===== src/rtl/hazard_bypass_unit_if.sv =====
// Signal bundle between the KLP32 decode/execute pipeline and the hazard/bypass unit.
// Every signal is level-qualified each cycle. There is no valid/ready handshake:
// the pipeline drives its stage fields and enables, and the unit answers in the same cycle.
interface hazard_bypass_unit_if #(
    parameter int AW       = 5,
    parameter int NREG     = 2**AW,
    parameter int MAX_PEND = 4
);
    localparam int CW = $clog2(MAX_PEND + 1);

    logic [AW-1:0]   ID_RS1, ID_RS2, ID_RD;
    logic            ID_USE_RS1, ID_USE_RS2, ID_IS_LONG;
    logic [AW-1:0]   IX_RS1, IX_RS2, IX_RD;
    logic            IX_WE, IX_IS_LOAD, IX_IS_LONG;
    logic [AW-1:0]   IM_RS2, IM_RD;
    logic            IM_WE;
    logic [AW-1:0]   IW_RD;
    logic            IW_WE;
    logic            LONG_DONE;
    logic [AW-1:0]   LONG_RD;

    logic [1:0]      a_sel_mux, b_sel_mux;
    logic            data_sel_mux;
    logic            stall_fd, bubble_x;
    logic [NREG-1:0] sb_pending;
    logic            sb_full, sb_err;
    logic [CW-1:0]   sb_count;

    modport slave (
        input  ID_RS1, ID_RS2, ID_RD, ID_USE_RS1, ID_USE_RS2, ID_IS_LONG,
        input  IX_RS1, IX_RS2, IX_RD, IX_WE, IX_IS_LOAD, IX_IS_LONG,
        input  IM_RS2, IM_RD, IM_WE, IW_RD, IW_WE, LONG_DONE, LONG_RD,
        output a_sel_mux, b_sel_mux, data_sel_mux, stall_fd, bubble_x,
        output sb_pending, sb_full, sb_err, sb_count
    );

    modport master (
        output ID_RS1, ID_RS2, ID_RD, ID_USE_RS1, ID_USE_RS2, ID_IS_LONG,
        output IX_RS1, IX_RS2, IX_RD, IX_WE, IX_IS_LOAD, IX_IS_LONG,
        output IM_RS2, IM_RD, IM_WE, IW_RD, IW_WE, LONG_DONE, LONG_RD,
        input  a_sel_mux, b_sel_mux, data_sel_mux, stall_fd, bubble_x,
        input  sb_pending, sb_full, sb_err, sb_count
    );
endinterface


===== src/rtl/hazard_bypass_unit.sv =====
// KLP32 forwarding and hazard control: operand/store bypass selects, load-use and
// long-latency stalls, and a registered scoreboard of outstanding long writes.
module hazard_bypass_unit #(
    parameter int AW       = 5,
    parameter int NREG     = 2**AW,
    parameter int MAX_PEND = 4
) (
    input  logic                 clk,
    input  logic                 reset,
    hazard_bypass_unit_if.slave  hb
);
    localparam int CW = $clog2(MAX_PEND + 1);
    localparam logic [CW-1:0] FULL_CNT = CW'(MAX_PEND);
    localparam logic [CW-1:0] NEAR_CNT = CW'(MAX_PEND - 1);
    localparam logic [AW-1:0] X0       = '0;

    logic [NREG-1:0] pending_q;
    logic [CW-1:0]   count_q;
    logic            err_q;

    logic m_fwd_ok, w_fwd_ok, x_long_wr;
    logic set_req, set_ok, clr_ok, clr_bad;
    logic load_use, long_raw, long_waw, full_now;

    assign m_fwd_ok  = hb.IM_WE && (hb.IM_RD != X0);
    assign w_fwd_ok  = hb.IW_WE && (hb.IW_RD != X0);
    assign x_long_wr = hb.IX_IS_LONG && hb.IX_WE;
    assign full_now  = (count_q == FULL_CNT);

    // M-stage result is newer than W-stage, so it wins when both match.
    always_comb begin
        hb.a_sel_mux = 2'b00;
        if (m_fwd_ok && hb.IX_RS1 == hb.IM_RD)      hb.a_sel_mux = 2'b01;
        else if (w_fwd_ok && hb.IX_RS1 == hb.IW_RD) hb.a_sel_mux = 2'b10;

        hb.b_sel_mux = 2'b00;
        if (m_fwd_ok && hb.IX_RS2 == hb.IM_RD)      hb.b_sel_mux = 2'b01;
        else if (w_fwd_ok && hb.IX_RS2 == hb.IW_RD) hb.b_sel_mux = 2'b10;
    end

    assign hb.data_sel_mux = w_fwd_ok && (hb.IM_RS2 == hb.IW_RD);

    assign load_use = hb.IX_IS_LOAD && hb.IX_WE && (hb.IX_RD != X0) &&
                      ((hb.ID_USE_RS1 && hb.ID_RS1 == hb.IX_RD) ||
                       (hb.ID_USE_RS2 && hb.ID_RS2 == hb.IX_RD));

    // The IX compare covers the cycle before an issue shows up in pending_q.
    assign long_raw =
        (hb.ID_USE_RS1 && hb.ID_RS1 != X0 &&
         (pending_q[hb.ID_RS1] || (x_long_wr && hb.ID_RS1 == hb.IX_RD))) ||
        (hb.ID_USE_RS2 && hb.ID_RS2 != X0 &&
         (pending_q[hb.ID_RS2] || (x_long_wr && hb.ID_RS2 == hb.IX_RD)));

    assign long_waw = hb.ID_IS_LONG && (hb.ID_RD != X0) &&
                      (pending_q[hb.ID_RD] ||
                       (x_long_wr && hb.ID_RD == hb.IX_RD) ||
                       full_now ||
                       (count_q == NEAR_CNT && set_req));

    assign hb.stall_fd = load_use || long_raw || long_waw;
    assign hb.bubble_x = hb.stall_fd;

    assign set_req = x_long_wr && (hb.IX_RD != X0);
    assign clr_ok  = hb.LONG_DONE && (hb.LONG_RD != X0) && pending_q[hb.LONG_RD];
    assign clr_bad = hb.LONG_DONE && !clr_ok;
    // Saturation guard: a set with no room and no matching clear is dropped.
    assign set_ok  = set_req && (!full_now || clr_ok);

    always_ff @(posedge clk) begin
        if (reset) begin
            pending_q <= '0;
            count_q   <= '0;
            err_q     <= 1'b0;
        end else begin
            if (clr_ok) pending_q[hb.LONG_RD] <= 1'b0;
            if (set_ok) pending_q[hb.IX_RD]   <= 1'b1;
            if (set_ok && !clr_ok)      count_q <= count_q + 1'b1;
            else if (clr_ok && !set_ok) count_q <= count_q - 1'b1;
            if (clr_bad) err_q <= 1'b1;
        end
    end

    assign hb.sb_pending = pending_q;
    assign hb.sb_full    = full_now;
    assign hb.sb_err     = err_q;
    assign hb.sb_count   = count_q;
endmodule


===== src/flat_wrapper.sv =====
// flat-port wrapper written by rule: the top's interface ports become plain ports
module hazard_bypass_unit_flat 
#(
    parameter int AW       = 5,
    parameter int NREG     = 2**AW,
    parameter int MAX_PEND = 4
)
  (clk, reset, hb_ID_RS1, hb_ID_RS2, hb_ID_RD, hb_ID_USE_RS1, hb_ID_USE_RS2, hb_ID_IS_LONG, hb_IX_RS1, hb_IX_RS2, hb_IX_RD, hb_IX_WE, hb_IX_IS_LOAD, hb_IX_IS_LONG, hb_IM_RS2, hb_IM_RD, hb_IM_WE, hb_IW_RD, hb_IW_WE, hb_LONG_DONE, hb_LONG_RD, hb_a_sel_mux, hb_b_sel_mux, hb_data_sel_mux, hb_stall_fd, hb_bubble_x, hb_sb_pending, hb_sb_full, hb_sb_err, hb_sb_count);
  hazard_bypass_unit_if #(.AW(AW), .NREG(NREG), .MAX_PEND(MAX_PEND)) hb_i ();
  input  logic clk;
  input  logic reset;
  input wire logic [$bits(hb_i.ID_RS1)-1:0] hb_ID_RS1;
  input wire logic [$bits(hb_i.ID_RS2)-1:0] hb_ID_RS2;
  input wire logic [$bits(hb_i.ID_RD)-1:0] hb_ID_RD;
  input wire logic [$bits(hb_i.ID_USE_RS1)-1:0] hb_ID_USE_RS1;
  input wire logic [$bits(hb_i.ID_USE_RS2)-1:0] hb_ID_USE_RS2;
  input wire logic [$bits(hb_i.ID_IS_LONG)-1:0] hb_ID_IS_LONG;
  input wire logic [$bits(hb_i.IX_RS1)-1:0] hb_IX_RS1;
  input wire logic [$bits(hb_i.IX_RS2)-1:0] hb_IX_RS2;
  input wire logic [$bits(hb_i.IX_RD)-1:0] hb_IX_RD;
  input wire logic [$bits(hb_i.IX_WE)-1:0] hb_IX_WE;
  input wire logic [$bits(hb_i.IX_IS_LOAD)-1:0] hb_IX_IS_LOAD;
  input wire logic [$bits(hb_i.IX_IS_LONG)-1:0] hb_IX_IS_LONG;
  input wire logic [$bits(hb_i.IM_RS2)-1:0] hb_IM_RS2;
  input wire logic [$bits(hb_i.IM_RD)-1:0] hb_IM_RD;
  input wire logic [$bits(hb_i.IM_WE)-1:0] hb_IM_WE;
  input wire logic [$bits(hb_i.IW_RD)-1:0] hb_IW_RD;
  input wire logic [$bits(hb_i.IW_WE)-1:0] hb_IW_WE;
  input wire logic [$bits(hb_i.LONG_DONE)-1:0] hb_LONG_DONE;
  input wire logic [$bits(hb_i.LONG_RD)-1:0] hb_LONG_RD;
  output wire logic [$bits(hb_i.a_sel_mux)-1:0] hb_a_sel_mux;
  output wire logic [$bits(hb_i.b_sel_mux)-1:0] hb_b_sel_mux;
  output wire logic [$bits(hb_i.data_sel_mux)-1:0] hb_data_sel_mux;
  output wire logic [$bits(hb_i.stall_fd)-1:0] hb_stall_fd;
  output wire logic [$bits(hb_i.bubble_x)-1:0] hb_bubble_x;
  output wire logic [$bits(hb_i.sb_pending)-1:0] hb_sb_pending;
  output wire logic [$bits(hb_i.sb_full)-1:0] hb_sb_full;
  output wire logic [$bits(hb_i.sb_err)-1:0] hb_sb_err;
  output wire logic [$bits(hb_i.sb_count)-1:0] hb_sb_count;
  assign hb_i.ID_RS1 = hb_ID_RS1;
  assign hb_i.ID_RS2 = hb_ID_RS2;
  assign hb_i.ID_RD = hb_ID_RD;
  assign hb_i.ID_USE_RS1 = hb_ID_USE_RS1;
  assign hb_i.ID_USE_RS2 = hb_ID_USE_RS2;
  assign hb_i.ID_IS_LONG = hb_ID_IS_LONG;
  assign hb_i.IX_RS1 = hb_IX_RS1;
  assign hb_i.IX_RS2 = hb_IX_RS2;
  assign hb_i.IX_RD = hb_IX_RD;
  assign hb_i.IX_WE = hb_IX_WE;
  assign hb_i.IX_IS_LOAD = hb_IX_IS_LOAD;
  assign hb_i.IX_IS_LONG = hb_IX_IS_LONG;
  assign hb_i.IM_RS2 = hb_IM_RS2;
  assign hb_i.IM_RD = hb_IM_RD;
  assign hb_i.IM_WE = hb_IM_WE;
  assign hb_i.IW_RD = hb_IW_RD;
  assign hb_i.IW_WE = hb_IW_WE;
  assign hb_i.LONG_DONE = hb_LONG_DONE;
  assign hb_i.LONG_RD = hb_LONG_RD;
  assign hb_a_sel_mux = hb_i.a_sel_mux;
  assign hb_b_sel_mux = hb_i.b_sel_mux;
  assign hb_data_sel_mux = hb_i.data_sel_mux;
  assign hb_stall_fd = hb_i.stall_fd;
  assign hb_bubble_x = hb_i.bubble_x;
  assign hb_sb_pending = hb_i.sb_pending;
  assign hb_sb_full = hb_i.sb_full;
  assign hb_sb_err = hb_i.sb_err;
  assign hb_sb_count = hb_i.sb_count;
  hazard_bypass_unit #(.AW(AW), .NREG(NREG), .MAX_PEND(MAX_PEND)) u_core (.clk(clk), .reset(reset), .hb(hb_i));
endmodule

===== config.mk =====
export PLATFORM = sky130hd
export DESIGN_NAME = hazard_bypass_unit_flat
export DESIGN_NICKNAME = d
export VERILOG_FILES = /design/src/rtl/hazard_bypass_unit_if.sv /design/src/rtl/hazard_bypass_unit.sv /design/src/flat_wrapper.sv
export SDC_FILE = /design/constraint.sdc
export NUM_CORES = 1
export LEC_CHECK = 0
export BUFFER_PORTS_ARGS = -buffer_cell sky130_fd_sc_hd__buf_2
export CORE_AREA = 2 2 88 90
export DETAILED_ROUTE_END_ITERATION = 7
export DIE_AREA = 0 0 90 92
export MAX_ROUTING_LAYER = met4
export PLACE_DENSITY = 0.77
export SLEW_MARGIN = 40
export SYNTH_ARGS = -nofsm -noshare
export SYNTH_HDL_FRONTEND = slang
export SYNTH_SLANG_ARGS = --single-unit

===== constraint.sdc =====
create_clock -name clk -period 2.7 [get_ports clk]
set_input_delay 0.135 -clock clk [delete_from_list [all_inputs] [get_ports clk]]
set_output_delay 0.135 -clock clk [all_outputs]
set_load 0.05 [all_outputs]

## After elaboration in Yosys (flattened, before gate mapping)

Index checks and enable logic that the tools add are counted.

| storage, ports and cells | value |
|---|---|
| bits in writable memories | 0 |
| bits of input ports | 61 |
| register bits | 36 |
| bits in latches | 0 |
| memories kept | 0 |
| bits in read-only memories | 0 |
| output and inout bits | 44 |

| cells by class | value |
|---|---|
| div/mod/pow operators | 0 |
| equal/unequal tests | 10 |
| multiply operators | 0 |
| magnitude comparators | 7 |
| $add $sub $neg | 2 |
| reductions and logical operators | 53 |
| shift-type cells | 0 |
| multiplexer cells | 21 |
| bitwise operators | 3 |

Operator list:

| cell | count |
|---|---|
| 32-bit 2-to-1 mux | 3 |
| 5-bit == test | 8 |
| 5-bit nonzero test | 7 |
| 32-bit bitwise AND | 1 |
| 1-bit logical AND | 32 |
| 32-bit inverter | 1 |
| 32-bit OR | 1 |
| 5-bit by 6-bit < comparator with 1-bit output (second input constant) | 5 |
| 1-bit binary-select mux with 5-bit select | 4 |
| 1-bit demux with 5-bit select | 2 |
| 5-bit by 1-bit greater-or-equal comparator with 1-bit output (second input constant) | 2 |
| 1-bit logical OR | 10 |
| 2-bit 2-to-1 mux | 4 |
| 1-bit 2-to-1 mux | 6 |
| 3-bit 2-to-1 mux | 2 |
| 3-bit by 1-bit adder with 3-bit output (second input constant) | 1 |
| 3-bit by 2-bit == test with 1-bit output (second input constant) | 1 |
| 3-bit == test (second input constant) | 1 |
| 1-bit logical NOT | 3 |
| 3-bit by 1-bit subtractor with 3-bit output (second input constant) | 1 |
| 2-bit nonzero test | 1 |

## Longest topological paths before layout

Gate-level depths: netlist (run 1).

| depth | value |
|---|---|
| depth after elaboration | 10 |
| mapped depth | 14 |

## Worst setup path after synthesis (run 1)

No wires, ideal clock.

| path | value |
|---|---|
| kind | reg-to-reg |
| start | reg u_core.count_q[2], in the netlist u_core.hb.sb_count[2] |
| end | reg u_core.count_q[2], in the netlist u_core.hb.sb_count[2] |
| required time | 2.630 ns |
| data arrival time | 3.434 ns |
| stages on the path, launching flop included | 11 |
| clock period less this slack | 3.504 ns |
| path buffers | 1 |
| path slack | -0.804 ns |
| cell sequence | dfxtp_1 > nor3b_1 > o21a_4 > buf_4 > nor2_1 > ha_1 > inv_1 > fa_1 > xor2_1 > or3_1 > a21oi_1 |

| between the ends | value |
|---|---|
| word-level cells in the longest chain between the ends | 7 |
| elaborated cells on any way between the ends | 12 |
| classes of those cells | add/sub: 2; eq/ne: 1; mux: 2; reduce/logical: 7 |

Ends and longest elaborated chain:

| what | RTL line | source |
|---|---|---|
| from (decl) | hazard_bypass_unit.sv:18 | `logic [CW-1:0] count_q;` |
| from (signal assigned) | hazard_bypass_unit.sv:77 | `if (set_ok && !clr_ok) count_q <= count_q + 1'b1;` |
| from (signal assigned) | hazard_bypass_unit.sv:78 | `else if (clr_ok && !set_ok) count_q <= count_q - 1'b1;` |
| 3-bit == test * | hazard_bypass_unit.sv:28 | `assign full_now = (count_q == FULL_CNT);` |
| named net hb_sb_full | flat_wrapper.sv:37 | `output wire logic [$bits(hb_i.sb_full)-1:0] hb_sb_full;` |
| 1-bit logical NOT * | hazard_bypass_unit.sv:67 | `assign set_ok = set_req && (!full_now \|\| clr_ok);` |
| 1-bit logical OR * | hazard_bypass_unit.sv:67 |  |
| 1-bit logical AND * | hazard_bypass_unit.sv:67 |  |
| 1-bit logical NOT | hazard_bypass_unit.sv:78 |  |
| 1-bit logical AND | hazard_bypass_unit.sv:78 |  |
| 2-bit nonzero test (no line) | - |  |

The timed path passes the listed nets; every way through them passes the cells marked *. The select of a mux whose other input is x is not followed.
A chain may end at the register's enable or synchronous reset.

## Final worst setup path (run 1)

| path | value |
|---|---|
| start | reg u_core.pending_q[19], in the netlist u_core.hb.sb_pending[19] |
| end | reg u_core.count_q[2], in the netlist u_core.hb.sb_count[2] |

| between the ends | value |
|---|---|
| word-level cells in the longest chain between the ends | 8 |
| elaborated cells on any way between the ends | 11 |
| classes of those cells | mux: 3; reduce/logical: 8 |

Ends and longest elaborated chain:

| what | RTL line | source |
|---|---|---|
| from (decl) | hazard_bypass_unit.sv:17 | `logic [NREG-1:0] pending_q;` |
| from (signal assigned) | hazard_bypass_unit.sv:71 | `pending_q <= '0;` |
| from (signal, indexed assignment) | hazard_bypass_unit.sv:75 | `if (clr_ok) pending_q[hb.LONG_RD] <= 1'b0;` |
| from (signal, indexed assignment) | hazard_bypass_unit.sv:76 | `if (set_ok) pending_q[hb.IX_RD] <= 1'b1;` |
| 1-bit binary-select mux with 5-bit select * | hazard_bypass_unit.sv:64 | `assign clr_ok = hb.LONG_DONE && (hb.LONG_RD != X0) && pending_q[hb.LONG_RD];` |
| 1-bit 2-to-1 mux (not written as such) * | hazard_bypass_unit.sv:64 |  |
| 1-bit logical AND * | hazard_bypass_unit.sv:64 |  |
| 1-bit logical OR | hazard_bypass_unit.sv:67 |  |
| 1-bit logical AND | hazard_bypass_unit.sv:67 |  |
| 1-bit logical NOT | hazard_bypass_unit.sv:78 |  |
| 1-bit logical AND | hazard_bypass_unit.sv:78 |  |
| 2-bit nonzero test (no line) | - |  |

Every way passes the cells marked *; elsewhere a longest branch is shown, timed or not. The select of a mux whose other input is x is not followed.

==> impl_metrics.json, run 1 <==
{
  "synth.most_common_cell": "dfxtp_1",
  "min_to": "u_core.hb.sb_pending[0]",
  "p_total_mw": 1.38,
  "drt_first_iter_violations": 271,
  "route.vias.total": 3909,
  "clock_skew_ns": 0.00707,
  "drive_gt1_share_pct": 45.1,
  "fillers": 668,
  "report.final.slew_viol_count": 0,
  "grt.overflow.total": 0,
  "first_pass_iters": 5,
  "postLayoutCellArea_um2": 4470,
  "dieArea_um2": 8280,
  "cts_tree": "yes",
  "syn_avg_cell_area_um2": 9.31,
  "path_class": "flip-flop to flip-flop",
  "antenna_cells": 0,
  "path_cells": "mux4_2, mux2_4, a211oi_4, or2_4, ha_4, inv_2, fa_2, xor2_1, or3_1, a21oi_1",
  "yosysUniqueCellTypes": 50,
  "clk_pin_slew_worst_paths_ns": 0.07,
  "rr_endpoint": "u_core.hb.sb_count[2]",
  "syn_to_final_growth_pct": 30.0,
  "synth-async-reset-ratio_pct": 0,
  "post_drt_wl_per_cell_um": 21.2,
  "synth-edff-count": 0,
  "grtUsageTotal_pct": 30.2,
  "period_needed_ns": 2.69,
  "synthCells": 369,
  "grt_first_pass_wirelength_um": 19300,
  "grt_setup_unrepaired": "yes",
  "cts_hold_buf": 0,
  "ys_warn_count": 0,
  "ys_seq_area_share_pct": 21.0,
  "ys_ff_latch": 36,
  "start_util_pct": 46.2,
  "final_cells": 592,
  "hold_class": "input port to flip-flop",
  "gp_congestion": 0.939,
  "cp.arrival_ns": 2.91,
  "clockRootBuffer": "clkbuf_8",
  "status": "complete, no violations",
  "yosysTopAreaCell": "dfxtp_1",
  "portBuffers": 104,
  "reg2reg_setup_slack_ns": 0.01,
  "fin_crit_sh_pct": 99.5,
  "routed_wl_um": 12600,
  "cts_sinks": 36,
  "place_area_um2": 4360,
  "viasPerCell": 6.60,
  "nNetsFinal": 552,
  "drc": 0,
  "dp_hpwl_um": 9570,
  "syn_area_um2": 3440,
  "synth_nets": 432,
  "required_ns": 2.93,
  "dp.cells": 584,
  "cp_slowest_stage_delay_ns": 0.47,
  "synthTopCellsByCount": "dfxtp_1, o311ai_0, xor2_1, o31ai_1, mux4_2",
  "crit_path_end_kind": "flip-flop",
  "worstHoldStart": "reset",
  "grt_pass1_vias": 3709,
  "antenna_found_initial": 0,
  "antenna_left": 0,
  "ys.flop_type": "dfxtp_1",
  "ios": 105,
  "cts_buffers": 5,
  "drv_cap": 0,
  "fp.coreArea_um2": 7450,
  "cp-start-kind": "flip-flop",
  "hold_violations": 0,
  "cp_max_fo": 3,
  "die_w_um": 90,
  "rr_startpoint": "u_core.hb.sb_pending[19]",
  "core.rowCount": 32,
  "worstRegToRegCells": 10,
  "synthTopCellsByArea": "dfxtp_1, mux4_2, o311ai_0, xor2_1, o31ai_1",
  "cellPowerDensity_nw_per_um2": 309,
  "dieHeight_um": 92,
  "slew_headroom_pct": 46.8,
  "clock.fmax_mhz": 372,
  "grt_max_degree": 32,
  "setup_viol": 0,
  "worst_slew_pin_slew_ns": 0.797,
  "cts_max_path_buffers": 2,
  "p_leak_nw": 1.81,
  "hold_path_depth": 2,
  "worstSkewPairLatency_ns": 0.29,
  "synth_top_area_share_pct": 21.0,
  "slowest_stage": "mux4_2",
  "ir_worst_vdd_uv": 290,
  "htreeDepth": 2
}
[cells by family after synthesis]
kind of cell               Yosys count  share of synthesized area, %
xor gates and xnor gates            42                          10.7
buffers and inverters               41                          5.79
DFF                                 36                          21.0
adders and majority gates            2                         0.946
muxes                               41                          21.3
AOI/OAI and AO/OA                  105                          23.8
and+or+nand+nor                    102                          16.5
[layer usage]
metal	track usage (%)	part of all wire, %	routed length (um)	vias up
met1	38.7	39	4850	1874
li1	-	-	-	1727
met4	10.5	2.5	316	0
met2	49.6	48	6030	268
met3	3.78	11	1350	40
met5	-	0	0	-
[critical path: cells and delay by family (launching register included)]
kind / cells / cell delay, ns
AND/OR/NAND/NOR: 2 / 0.47
buffers and inverters: 1 / 0.04
flip-flops: 1 / 0.35
AO/OA/AOI/OAI: 2 / 0.39
adder cells (fa/ha/maj): 2 / 0.46
XOR/XNOR: 1 / 0.16
multiplexers: 2 / 0.77
[repair_timing]
action / in CTS / in global routing
setup endpoints to repair: 1 / 3
buffers inserted: 0 / 0
pin swaps: 1 / 0
resized for setup: 0 / 4
[worst max path at each step]
stage | from | endpoint | slack, ns | cells past startpoint
floorplan | u_core.hb.sb_pending[19] | u_core.hb.sb_count[2] | -0.16 | 11
global placement | hb_LONG_RD[0] | u_core.hb.sb_count[2] | -0.11 | 13
detailed placement | hb_LONG_RD[0] | u_core.hb.sb_count[2] | -0.17 | 15
CTS | u_core.hb.sb_pending[19] | u_core.hb.sb_count[2] | 0.01 | 10
global route | u_core.hb.sb_pending[19] | u_core.hb.sb_count[2] | -0.05 | 10
finish | u_core.hb.sb_pending[19] | u_core.hb.sb_count[2] | 0.01 | 10
[layout make-up]
class / count / area, um^2 / area share [%]
inverter: 8 / 30.0 / 0.672
multi-input combinational: 292 / 2580 / 57.7
clock buffer: 7 / 86.3 / 1.93
tap: 102 / 128 / 2.86
clock inverter: 1 / 3.75 / 0.0840
sequential: 36 / 803 / 18.0
timing repair buffer: 146 / 838 / 18.8
[flip-flops by register name, indices dropped and copies added, names as in the netlist]
name / count
u_core.hb.sb_count: 3
u_core.hb.sb_err: 1
u_core.hb.sb_pending: 32
[power by group]
| part | total, mW | leakage, nW | switching [mW] | internal, mW |
|---|---|---|---|---|
| combinational | 0.439 | 1.46 | 0.276 | 0.163 |
| sequential | 0.538 | 0.312 | 0.0135 | 0.525 |
| clock | 0.403 | 0.0459 | 0.199 | 0.205 |
[placed cells by master (no fill, tap or decap), types with 6 or more instances in the layout]
cell type  synthesis  routed
o41ai_1            7       7
nand3b_1           7       7
o311ai_0          31      31
xnor2_1           13      13
mux2i_1           15      15
nand3_1           14      14
or4_1              7       7
nor2_1            13      12
inv_1              8       7
dfxtp_4            0      17
o31ai_1           25      25
nand4_1            6       6
nand2_1           17      16
xor2_1            29      29
buf_2              6     103
o21ai_0           12      12
a21oi_1            7       6
mux4_2            23      23
clkbuf_8           0       6
dfxtp_2            0      15
nor2b_1           10      10
buf_4              6      43
nand2b_1           6       6
[per-stage QoR]
stage / util (%) / worst slack [ns] / hold WS [ns] / setup TNS [ns]
6_report: 60.0 / 0.0144 / 0.108 / 0
5_1_grt: 60.0 / -0.0464 / 0.113 / -0.111
4_1_cts: 59.8 / 0.0128 / 0.102 / 0
3_5_place_dp: 58.6 / -0.175 / 0.410 / -0.269
3_3_place_gp: 58.6 / -0.109 / 0.407 / -0.160
2_1_floorplan: - / -0.159 / 0.197 / -0.344
(Power assumes the default switching activity.)
==> inputs of run 2 (changes only) <==
- PLACE_DENSITY: 0.77 -> 0.76
==> impl_metrics.json, run 2 (synthesized netlist as in run 1, its figures left out) <==
{
  "portBuffers": 104,
  "htreeDepth": 2,
  "worstSkewPairLatency_ns": 0.29,
  "path_cells": "mux4_2, mux2_4, a211oi_4, or2_4, ha_4, inv_2, fa_2, xor2_1, or3_1, a21oi_2",
  "drt_first_iter_violations": 280,
  "syn_to_final_growth_pct": 31.0,
  "cts_buffers": 5,
  "clock.fmax_mhz": 357,
  "cts_sinks": 36,
  "report.final.slew_viol_count": 0,
  "slowest_stage": "mux4_2",
  "grt_use_met2_pct": 50.6,
  "p_switching_mw": 0.484,
  "route.vias.total": 3921,
  "period_needed_ns": 2.80,
  "path_class": "flip-flop to flip-flop",
  "status": "finished, violations left",
  "gp_congestion": 1.03,
  "p_sw_share_pct": 35.1,
  "cp_max_fo": 3,
  "nNetsFinal": 553,
  "cts_max_path_buffers": 2,
  "worst_slew_pin_slew_ns": 0.805,
  "die_w_um": 90,
  "core.rowCount": 32,
  "cts_hold_buf": 0,
  "p_total_mw": 1.38,
  "cts_tree": "yes",
  "required_ns": 2.92,
  "fp.coreArea_um2": 7450,
  "failed_checks": "setup timing",
  "p_leak_nw": 1.83,
  "clockPowerShare_pct": 28.9,
  "first_pass_iters": 5,
  "use_met1_pct": 37.4,
  "ir_worst_vdd_uv": 328,
  "dp_hpwl_um": 9410,
  "routed_wl_um": 12400,
  "post_drt_wl_per_cell_um": 20.9,
  "grt.overflow.total": 0,
  "grt_max_degree": 32,
  "fin_ws_ns": -0.0992,
  "hold_class": "input port to flip-flop",
  "start_util_pct": 46.2,
  "layout_commonest_cell": "buf_2",
  "grtUsageTotal_pct": 30.4,
  "pre_cts_slack_ns": -0.282,
  "drive_gt1_share_pct": 45.4,
  "cp-start-kind": "flip-flop",
  "p_seq_share_pct": 39.0,
  "fin_crit_sh_pct": 104,
  "clk_pin_slew_worst_paths_ns": 0.07,
  "antenna_found_initial": 0,
  "ios": 105,
  "antenna_cells": 0,
  "viasPerCell": 6.61,
  "grt_first_pass_wirelength_um": 19700,
  "hold_violations": 0,
  "final_cell_mix": "buf_2, buf_4, o311ai_0, xor2_1, o31ai_1",
  "dieHeight_um": 92,
  "grt_pass1_vias": 3820,
  "cp.arrival_ns": 3.02,
  "internal_power_mw": 0.895,
  "antenna_left": 0,
  "busiest_layer": "met2",
  "final.setup.tns_ns": -0.0992,
  "drv_cap": 0,
  "slew_headroom_pct": 46.3,
  "reg2reg_setup_slack_ns": -0.1,
  "holdWs_ns": 0.128,
  "cp_slowest_stage_delay_ns": 0.46,
  "drc": 0,
  "clockRootBuffer": "clkbuf_8",
  "crit_path_end_kind": "flip-flop",
  "grt_setup_unrepaired": "yes",
  "clock_skew_ns": 0.00480,
  "cellPowerDensity_nw_per_um2": 306,
  "met3_usage_pct": 5.34,
  "setup_viol": 1,
  "dieArea_um2": 8280,
  "largest_register_ffs": 32,
  "p_comb_share_pct": 32.2
}
==> run 2: routing by layer <==
layer	up-vias	routed length, um
met5	-	0
met4	0	390
met3	43	1330
met2	264	5890
met1	1884	4780
li1	1730	-
==> run 2: worst max-delay path: cells and delay by family (launching register included) <==
| kind | cells | cell delay [ns] |
|---|---|---|
| xor gates and xnor gates | 1 | 0.16 |
| DFF | 1 | 0.34 |
| and+or+nand+nor | 2 | 0.52 |
| adders and majority gates | 2 | 0.46 |
| AOI/OAI and AO/OA | 2 | 0.45 |
| buffers and inverters | 1 | 0.03 |
| muxes | 2 | 0.77 |
==> run 2: area by class of cell <==
class,count,area (um^2)
well taps,102,128
clock buffers,7,86.3
clock inverters,1,3.75
fillers,642,2950
inverters,8,30.0
flip-flops and latches,36,803
multi-input cells,292,2580
repair buffers,147,867
==> run 2: per-stage QoR <==
step	area (um^2)	instances	util, %
after floorplan	3580	369	-
after global placement	4350	582	58.4
after detailed placement	4350	582	58.4
after CTS	4450	591	59.8
after global routing	4500	593	60.5
final	4500	593	60.5
==> run 2: final timing paths <==
path | start | to | cells after the start
setup / recovery | u_core.hb.sb_pending[19] | u_core.hb.sb_count[2] | 10
hold / removal | reset | u_core.hb.sb_pending[0] | 2
setup reg to reg | u_core.hb.sb_pending[19] | u_core.hb.sb_count[2] | 10
hold reg to reg | u_core.hb.sb_err | u_core.hb.sb_err | 2
==> run 2: timing repair <==
item | in CTS | in global routing
setup endpoints to repair | 1 | 4
pin swaps | 1 | 1
buffers inserted | 1 | 2
gates resized for setup | 2 | 10
==> run 2: power by group through the flow <==
stage	logic (mW)	registers [mW]	clock network [mW]
global route	0.475	0.539	0.416
CTS	0.428	0.538	0.396
finish	0.444	0.538	0.398
floorplan	0.262	0.583	0
global placement	0.413	0.549	0
detailed placement	0.425	0.550	0
==> inputs of run 3 (changes only) <==
- clock period: 2.7 -> 2.4 ns (I/O delays scaled with it)
==> impl_metrics.json, run 3 (synthesized netlist as in run 1, its figures left out) <==
{
  "path_buf_inv": 1,
  "path_class": "flip-flop to flip-flop",
  "dieHeight_um": 92,
  "fin_crit_sh_pct": 115,
  "rr_startpoint": "u_core.hb.sb_pending[19]",
  "layout_commonest_cell": "buf_2",
  "antenna_cells": 0,
  "antenna_found_initial": 0,
  "cts_max_path_buffers": 2,
  "cts_hold_buf": 0,
  "core.rowCount": 32,
  "setup_viol": 5,
  "dp_hpwl_um": 9550,
  "hold_violations": 0,
  "p_seq_share_pct": 38.6,
  "final_cells": 605,
  "final_cell_mix": "buf_2, buf_4, o311ai_0, xor2_1, o31ai_1",
  "p_sw_share_pct": 34.8,
  "drt_first_iter_violations": 273,
  "grt_pass1_vias": 3855,
  "path_cells": "mux4_2, mux2_4, a211oi_4, or2_4, ha_4, inv_2, fa_2, xor2_1, or3_1, a21oi_2",
  "worstSkewPairLatency_ns": 0.30,
  "grtUsageTotal_pct": 30.5,
  "slowest_stage": "mux4_2",
  "worstHoldStart": "reset",
  "clock_skew_ns": 0.00904,
  "die_w_um": 90,
  "pre_cts_slack_ns": -0.510,
  "drc": 0,
  "p_leak_nw": 1.89,
  "route.vias.total": 3955,
  "htreeDepth": 2,
  "routed_wl_um": 12400,
  "postLayoutCellArea_um2": 4580,
  "crit_family": "multiplexers",
  "clock.fmax_mhz": 362,
  "fp.coreArea_um2": 7450,
  "crit_start": "u_core.hb.sb_pending[19]",
  "cts_tree": "yes",
  "syn_to_final_growth_pct": 33.4,
  "drv_cap": 0,
  "required_ns": 2.64,
  "hold_class": "input port to flip-flop",
  "place_area_um2": 4460,
  "largest_register_ffs": 32,
  "gp_congestion": 1.01,
  "cts_buffers": 5,
  "antenna_left": 0,
  "ir_worst_vdd_uv": 392,
  "drive_gt1_share_pct": 46.5,
  "cp_max_fo": 3,
  "clockRootBuffer": "clkbuf_8",
  "nNetsFinal": 565,
  "cts_sinks": 36,
  "viasPerCell": 6.54,
  "ios": 105,
  "internal_power_mw": 1.02,
  "grt_max_degree": 32,
  "grt_setup_unrepaired": "yes",
  "report.final.slew_viol_count": 0,
  "status": "finished, violations left",
  "cp.arrival_ns": 3.00,
  "p_switching_mw": 0.546,
  "fin_ws_ns": -0.365,
  "post_drt_wl_per_cell_um": 20.5,
  "clk_pin_slew_worst_paths_ns": 0.07,
  "p_comb_share_pct": 32.5,
  "start_util_pct": 46.2,
  "clockPowerShare_pct": 28.9,
  "worst_slew_pin_slew_ns": 0.795,
  "portBuffers": 104,
  "cp_slowest_stage_delay_ns": 0.48,
  "period_needed_ns": 2.77,
  "cp-start-kind": "flip-flop",
  "crit_path_end_kind": "flip-flop",
  "grt.overflow.total": 0,
  "dp.cells": 596,
  "failed_checks": "setup timing",
  "slew_headroom_pct": 46.9,
  "cellPowerDensity_nw_per_um2": 342,
  "first_pass_iters": 5,
  "dieArea_um2": 8280,
  "grt_first_pass_wirelength_um": 19600
}
[run 3: what timing repair did]
item | in CTS | in global routing
resized for setup | 8 | 0
pin swaps | 2 | 0
buffers inserted | 1 | 0
endpoints found under the setup margin | 5 | 11
[run 3: power by group through the flow]
stage / Combinational (mW) / Sequential, mW / Clock (mW)
2_1_floorplan: 0.295 / 0.656 / 0
3_3_place_gp: 0.479 / 0.617 / 0
3_5_place_dp: 0.492 / 0.618 / 0
4_1_cts: 0.502 / 0.604 / 0.454
5_1_grt: 0.543 / 0.605 / 0.480
6_report: 0.509 / 0.604 / 0.453
[run 3: through the flow]
step | hold slack, ns | setup TNS (ns) | power [mW] | utilization (%)
final | 0.106 | -1.10 | 1.57 | 61.6
after global routing | 0.115 | -1.80 | 1.63 | 61.6
after CTS | 0.0949 | -1.02 | 1.56 | 61.6
after detailed placement | 0.405 | -2.36 | 1.11 | 59.9
after global placement | 0.392 | -0.853 | 1.10 | 59.9
after floorplan | 0.182 | -1.52 | 0.951 | -
[run 3: cell type report]
type | instances | area, um^2
clock buffers | 8 | 90.1
repair buffers | 159 | 957
flip-flops and latches | 36 | 803
multi-input cells | 292 | 2580
inverters | 8 | 30.0
well taps | 102 | 128
fillers | 650 | 2860
[run 3: final timing paths]
kind | endpoint | slack, ns | depth (start not counted)
min reg2reg | u_core.hb.sb_err | 0.51 | 2
min | u_core.hb.sb_count[2] | 0.11 | 2
max reg2reg | u_core.hb.sb_count[2] | -0.37 | 10
max | u_core.hb.sb_count[2] | -0.37 | 10
[run 3: per-layer routing]
layer	global-route usage, %	wire (um)	up-vias
li1	-	-	1750
met2	51.2	6110	239
met5	-	0	-
met4	11.5	373	0
met3	4.35	984	41
met1	37.4	4950	1925
